<file path="src/rtl/rob_commit_unit.sv">
// rtl/rob_commit_unit.sv - in-order retire end of the ROB with precise-exception flush and mispredict squash
//
// Holds per-entry valid/done/exception state plus destination fields. Dispatch writes the entry at
// dispatch_idx, writebacks mark entries done by ROB index, and the head entry retires when done.
// A faulting head enters FLUSH (one exc_flush pulse, all entries dropped, head back to 0) then DRAIN.
//
// Ports:
//   clk, reset                    clock, synchronous active-high reset
//   dispatch_*                    new entry written at dispatch_idx (tail from rob_controller)
//   wb_valid/wb_idx/wb_exception  completion of an in-flight entry
//   branch_mispredict/recovery_idx squash of every entry younger than recovery_idx
//   commit_*                      head retirement (commit_en qualifies the fields)
//   free_en/free_prd              previous physical mapping released at retire
//   exc_flush/exc_idx             one-cycle flush pulse carrying the faulting ROB index
//   rob_empty                     no valid entries
//   retired_count                 only with ROB_COMMIT_STATS_EN: saturating retire counter
//
// Optional feature macro: ROB_COMMIT_STATS_EN
module rob_commit_unit #(
    parameter int DEPTH  = 16,
    parameter int IDX_W  = 4,
    parameter int PREG_W = 6
) (
    input  logic              clk,
    input  logic              reset,
    input  logic              dispatch_en,
    input  logic [IDX_W-1:0]  dispatch_idx,
    input  logic              dispatch_rd_we,
    input  logic [4:0]        dispatch_rd,
    input  logic [PREG_W-1:0] dispatch_prd,
    input  logic [PREG_W-1:0] dispatch_old_prd,
    input  logic              wb_valid,
    input  logic [IDX_W-1:0]  wb_idx,
    input  logic              wb_exception,
    input  logic              branch_mispredict,
    input  logic [IDX_W-1:0]  recovery_idx,
    output logic              commit_en,
    output logic [IDX_W-1:0]  commit_idx,
    output logic              commit_rd_we,
    output logic [4:0]        commit_rd,
    output logic [PREG_W-1:0] commit_prd,
    output logic              free_en,
    output logic [PREG_W-1:0] free_prd,
    output logic              exc_flush,
    output logic [IDX_W-1:0]  exc_idx,
    output logic              rob_empty
`ifdef ROB_COMMIT_STATS_EN
    ,
    output logic [31:0]       retired_count
`endif
);

    typedef enum logic [1:0] {ST_RUN, ST_FLUSH, ST_DRAIN} state_t;

    state_t              state_q, state_d;
    logic [DEPTH-1:0]    valid_q, valid_d;
    logic [DEPTH-1:0]    done_q, done_d;
    logic [DEPTH-1:0]    exc_q, exc_d;
    logic [DEPTH-1:0]    rd_we_q, rd_we_d;
    logic [4:0]          rd_q [DEPTH];
    logic [4:0]          rd_d [DEPTH];
    logic [PREG_W-1:0]   prd_q [DEPTH];
    logic [PREG_W-1:0]   prd_d [DEPTH];
    logic [PREG_W-1:0]   old_q [DEPTH];
    logic [PREG_W-1:0]   old_d [DEPTH];
    logic [IDX_W-1:0]    head_q, head_d;
    logic [IDX_W-1:0]    age [DEPTH];
    logic [IDX_W-1:0]    rec_age;
    logic                head_ready;

    assign head_ready = valid_q[head_q] & done_q[head_q];
    assign rob_empty  = ~|valid_q;

    always_comb begin
        state_d      = state_q;
        valid_d      = valid_q;
        done_d       = done_q;
        exc_d        = exc_q;
        rd_we_d      = rd_we_q;
        rd_d         = rd_q;
        prd_d        = prd_q;
        old_d        = old_q;
        head_d       = head_q;
        commit_en    = 1'b0;
        commit_idx   = '0;
        commit_rd_we = 1'b0;
        commit_rd    = '0;
        commit_prd   = '0;
        free_en      = 1'b0;
        free_prd     = '0;
        exc_flush    = 1'b0;
        exc_idx      = '0;
        // Age relative to head: squash compares distances so the ring wrap is handled naturally.
        rec_age = recovery_idx - head_q;
        for (int i = 0; i < DEPTH; i++) begin
            age[i] = IDX_W'(i) - head_q;
        end

        case (state_q)
            ST_RUN: begin
                // Gated by reset so no retire/free pulse escapes while reset is asserted.
                if (!reset && head_ready && !exc_q[head_q]) begin
                    commit_en    = 1'b1;
                    commit_idx   = head_q;
                    commit_rd_we = rd_we_q[head_q];
                    commit_rd    = rd_q[head_q];
                    commit_prd   = prd_q[head_q];
                    free_en      = rd_we_q[head_q];
                    free_prd     = old_q[head_q];
                end
                if (wb_valid && valid_q[wb_idx]) begin
                    done_d[wb_idx] = 1'b1;
                    exc_d[wb_idx]  = wb_exception;
                end
                if (branch_mispredict) begin
                    for (int i = 0; i < DEPTH; i++) begin
                        if (age[i] > rec_age) begin
                            valid_d[i] = 1'b0;
                        end
                    end
                end else if (dispatch_en) begin
                    valid_d[dispatch_idx] = 1'b1;
                    done_d[dispatch_idx]  = 1'b0;
                    exc_d[dispatch_idx]   = 1'b0;
                    rd_we_d[dispatch_idx] = dispatch_rd_we;
                    rd_d[dispatch_idx]    = dispatch_rd;
                    prd_d[dispatch_idx]   = dispatch_prd;
                    old_d[dispatch_idx]   = dispatch_old_prd;
                end
                if (commit_en) begin
                    valid_d[head_q] = 1'b0;
                    head_d          = head_q + 1'b1;
                end
                if (head_ready && exc_q[head_q]) begin
                    state_d = ST_FLUSH;
                end
            end
            ST_FLUSH: begin
                exc_flush = !reset;
                exc_idx   = head_q;
                valid_d   = '0;
                head_d    = '0;
                state_d   = ST_DRAIN;
            end
            ST_DRAIN: begin
                state_d = ST_RUN;
            end
            default: begin
                state_d = ST_RUN;
            end
        endcase
    end

    always_ff @(posedge clk) begin
        if (reset) begin
            state_q <= ST_RUN;
            valid_q <= '0;
            done_q  <= '0;
            exc_q   <= '0;
            head_q  <= '0;
        end else begin
            state_q <= state_d;
            valid_q <= valid_d;
            done_q  <= done_d;
            exc_q   <= exc_d;
            head_q  <= head_d;
        end
        rd_we_q <= rd_we_d;
        rd_q    <= rd_d;
        prd_q   <= prd_d;
        old_q   <= old_d;
    end

`ifdef ROB_COMMIT_STATS_EN
    logic [31:0] retired_count_q, retired_count_d;

    always_comb begin
        retired_count_d = retired_count_q;
        if (commit_en && retired_count_q != 32'hFFFF_FFFF) begin
            retired_count_d = retired_count_q + 32'd1;
        end
    end

    always_ff @(posedge clk) begin
        if (reset) begin
            retired_count_q <= '0;
        end else begin
            retired_count_q <= retired_count_d;
        end
    end

    assign retired_count = retired_count_q;
`endif

    // rob_controller never dispatches into an occupied slot.
    dispatch_to_valid_entry: assert property (@(posedge clk) disable iff (reset)
        !(state_q == ST_RUN && dispatch_en && !branch_mispredict && valid_q[dispatch_idx]))
        else $error("dispatch into occupied ROB entry %0d", dispatch_idx);

endmodule
</file>
<file path="config.mk">
export PLATFORM = sky130hd
export DESIGN_NAME = rob_commit_unit
export DESIGN_NICKNAME = d
export VERILOG_FILES = /design/src/rtl/rob_commit_unit.sv
export SDC_FILE = /design/constraint.sdc
export NUM_CORES = 1
export LEC_CHECK = 0
export ABC_AREA = 1
export BUFFER_PORTS_ARGS = -buffer_cell sky130_fd_sc_hd__buf_4
export CELL_PAD_IN_SITES_DETAIL_PLACEMENT = 0
export CELL_PAD_IN_SITES_GLOBAL_PLACEMENT = 2
export CORE_MARGIN = 1
export CORE_UTILIZATION = 36
export CTS_CLUSTER_SIZE = 8
export DETAILED_ROUTE_END_ITERATION = 8
export PLACE_DENSITY_LB_ADDON = 0.1
export SLEW_MARGIN = 20
export SYNTH_ARGS = -nofsm -noshare
export SYNTH_HDL_FRONTEND = slang
export SYNTH_SLANG_ARGS = --single-unit
</file>
<file path="constraint.sdc">
create_clock -name clk -period 2.9 [get_ports clk]
set_input_delay 0 -clock clk [delete_from_list [all_inputs] [get_ports clk]]
set_output_delay 0 -clock clk [all_outputs]
set_load 0.1 [all_outputs]
</file>
==> impl_metrics.py <==
metrics = {
    "sta": {
        "fin_crit_ns": 2.770,
        "hold_violations": 0,
        "fin_crit_sh_pct": 95.53,
        "slew_headroom_pct": 55.34,
        "fmax_ghz": 0.3610,
        "holdWs_ns": 0.05970,
        "setup_violations": 0,
        "tightest_slew_ns": 0.6675,
        "finalMaxSlewViolations": 0,
        "skew_ns": 0.01911,
        "fin_ws_ns": 0.1296,
        "rsz0062_at_grt": "no",
    },
    "clocking": {
        "cts_buffer_depth": 3,
        "clock-sinks": 342,
        "htreeDepth": 2,
        "path_clk_slew_ns": 0.05,
        "cts_buffers": 49,
        "cts_tree": "done",
        "cts-root-buf": "clkbuf_16",
        "clock_latency_ns": 0.58,
    },
    "pwr": {
        "switching_share_pct": 21.40,
        "seq_power_share_pct": 49.5,
        "max-vdd-ir-drop_mv": 0.4320,
        "combPwrFrac_pct": 3.7,
        "share_clk_of_total_power_pct": 46.8,
        "p_leak_uw": 0.007320,
        "p_int_uw": 8537,
        "p_per_area_nw_per_um2": 559.1,
        "p_switching_uw": 2324,
    },
    "hold_path": {
        "min_to": "done_q[8]",
        "hold_class": "input port to flop",
        "whs_path_depth": 4,
        "hold_path.startpoint": "wb_idx[1]",
    },
    "worst_setup_path": {
        "r2r-end": "valid_q[1]",
        "crit_type": "flop to output pin",
        "end_kind": "output pin",
        "arrival_ns": 2.77,
        "crit_path_start_kind": "flop",
        "r2r_slack_ns": 0.28,
        "crit_required_ns": 2.90,
        "critPathMaxFanout": 41,
        "reg2reg_from": "head_q[0]",
        "r2r_cells": 13,
    },
    "synth": {
        "synthTopCellsByArea": "edfxtp_1 (54%), nand2_1 (8.0%), dfxtp_1 (6.7%)",
        "yosysUniqueCellTypes": 39,
        "postSynth.asyncResetShare_pct": 0,
        "synth_most_common_cell": "nand2_1",
        "yosysSeqAreaShare_pct": 60.57,
        "yosys_warnings": 0,
        "yosys-top-cells-count": "nand2_1 (343), edfxtp_1 (288), nor2_1 (232)",
        "avgSynthCellArea_sq_um": 9.671,
        "yosysTopAreaCellShare_pct": 53.84,
        "synth_edf_count": 288,
        "synthCells": 1661,
        "syn_nets": 1736,
        "synth_top_area_cell": "edfxtp_1",
        "syn_area_sq_um": 16060,
        "synth-seq-cells": 342,
        "synth_ff_type": "edfxtp_1",
    },
    "floorplanning": {
        "ios": 66,
        "die_h_microns": 213.2,
        "core_sq_um": 44120,
        "die_area_sq_um": 45470,
        "die_width_microns": 213.2,
        "fp-row-count": 77,
        "start_util_pct": 36.41,
    },
    "routing": {
        "first_pass_iters": 5,
        "drcViolationCount": 0,
        "vias": 12399,
        "antenna_left": 0,
        "routed_wl_microns": 53430,
        "viasPerCell": 5.192,
        "drt_first_iter_violations": 801,
        "routedWlPerCell_microns": 22.38,
    },
    "placement": {
        "io_buffers": 65,
        "placed_area_sq_um": 17520,
        "pre_cts_ws_ns": 0.3038,
        "place_hpwl_microns": 30820,
        "gp_congestion": 0.8018,
    },
    "global_route": {
        "grt_pass1_wl_microns": 77710,
        "grt_usage_pct": 23.60,
        "antenna_found_initial": 1,
        "grt_pass1_vias": 12144,
        "grt_max_degree": 145,
        "grt-ovfl-total": 0,
    },
    "outcome": {
        "status": "finished clean",
    },
    "run": {
        "drv_cap": 0,
    },
    "layout": {
        "final_nets": 1854,
        "fillers": 4378,
        "drive_above_1_share_pct": 12.48,
        "area_growth_pct": 20.94,
        "fin_util_pct": 44.03,
        "design_area_sq_um": 19430,
    },
}
==> sequential cells by signal, indices dropped and copies added (netlist names) <==
register / flops
exc_q: 16
rd_q: 80
rd_we_q: 16
state_q: 2
old_q: 96
done_q: 16
prd_q: 96
valid_q: 16
head_q: 4
==> worst max-delay path, cell delays in order, from the launching register on <==
cell and delay (ns):
dfxtp_2 0.33, inv_2 0.05, buf_4 0.28, buf_4 0.59
mux2i_1 0.26, a211oi_4 0.43, buf_12 0.22
==> power groups by stage <==
stage	combinational, uW	sequential, uW	clock (uW)
after detailed placement	375	5470	0
after floorplan	183	5470	0
final	405	5370	5080
after global placement	372	5470	0
after CTS	410	5370	5210
after global routing	449	5370	5400
==> routing by layer <==
metal / GRT usage [%] / wire length (microns)
met4: 8.399 / 1592
met5: 0 / 0
met3: 3.045 / 1865
met2: 39.05 / 25520
met1: 31.70 / 24460
==> through the flow <==
step | cells | power [uW] | setup TNS, ns
5_1_grt | 2388 | 11220 | 0
2_1_floorplan | 1661 | 5652 | 0
3_3_place_gp | 2282 | 5839 | 0
6_report | 2388 | 10860 | 0
3_5_place_dp | 2282 | 5842 | 0
4_1_cts | 2382 | 10990 | -0.01679
==> worst max path at each step <==
stage / from / endpoint / depth (start not counted)
floorplan: head_q[2] / valid_q[6] / 17
global placement: head_q[2] / valid_q[14] / 14
detailed placement: head_q[2] / valid_q[5] / 13
CTS: head_q[1] / free_prd[4] / 13
global route: head_q[0] / valid_q[1] / 14
finish: head_q[2] / free_prd[4] / 6
==> timing repair <==
action,4_1_cts,5_1_grt
gates resized for setup,18,16
pin swaps,2,2
setup buffers,0,3
hold endpoints to repair,334,0
cloned,1,2
endpoints found under the setup margin,19,21
hold buffers,32,0
==> cell type report <==
cell class / count / area (sq um) / share of cell area, %
Sequential cell: 342 / 9737 / 50.12
Inverter: 102 / 395.4 / 2.035
Timing Repair Buffer: 162 / 1587 / 8.166
Tap cell: 592 / 740.7 / 3.813
Clock buffer: 64 / 1282 / 6.601
Antenna cell: 1 / 2.502 / 0.01288
Clock inverter: 3 / 53.80 / 0.2769
Multi-Input combinational cell: 1122 / 5629 / 28.98
==> cell families (layout without fill, tap and decap cells) <==
kind of cell,Yosys count,count (layout),synth area share (%)
compound gates,370,370,12.74
xor+xnor,9,9,0.4907
fa+ha+maj,39,39,3.084
buf+inv,197,331,5.055
flops,342,342,60.57
mux,6,6,0.3739
other cells,0,1,0
simple gates,698,698,17.69
==> placed cells by master (no fill, tap or decap), drive strengths merged, types with 3 or more instances in the layout <==
cell / count
nand2: 343
edfxtp: 288
nor2: 236
o21ai: 185
buf: 127
inv: 99
nand3: 83
a21oi: 80
clkbuf: 66
o22ai: 64
dfxtp: 54
ha: 38
dlygate4sd3: 32
nand4: 27
o21bai: 12
o221ai: 7
xor2: 6
mux2i: 6
o211ai: 6
nor4: 5
clkinv: 5
o21a: 4
nor3: 4
xnor2: 3
a31oi: 3
No activity file was read; power rests on OpenSTA's default activity.
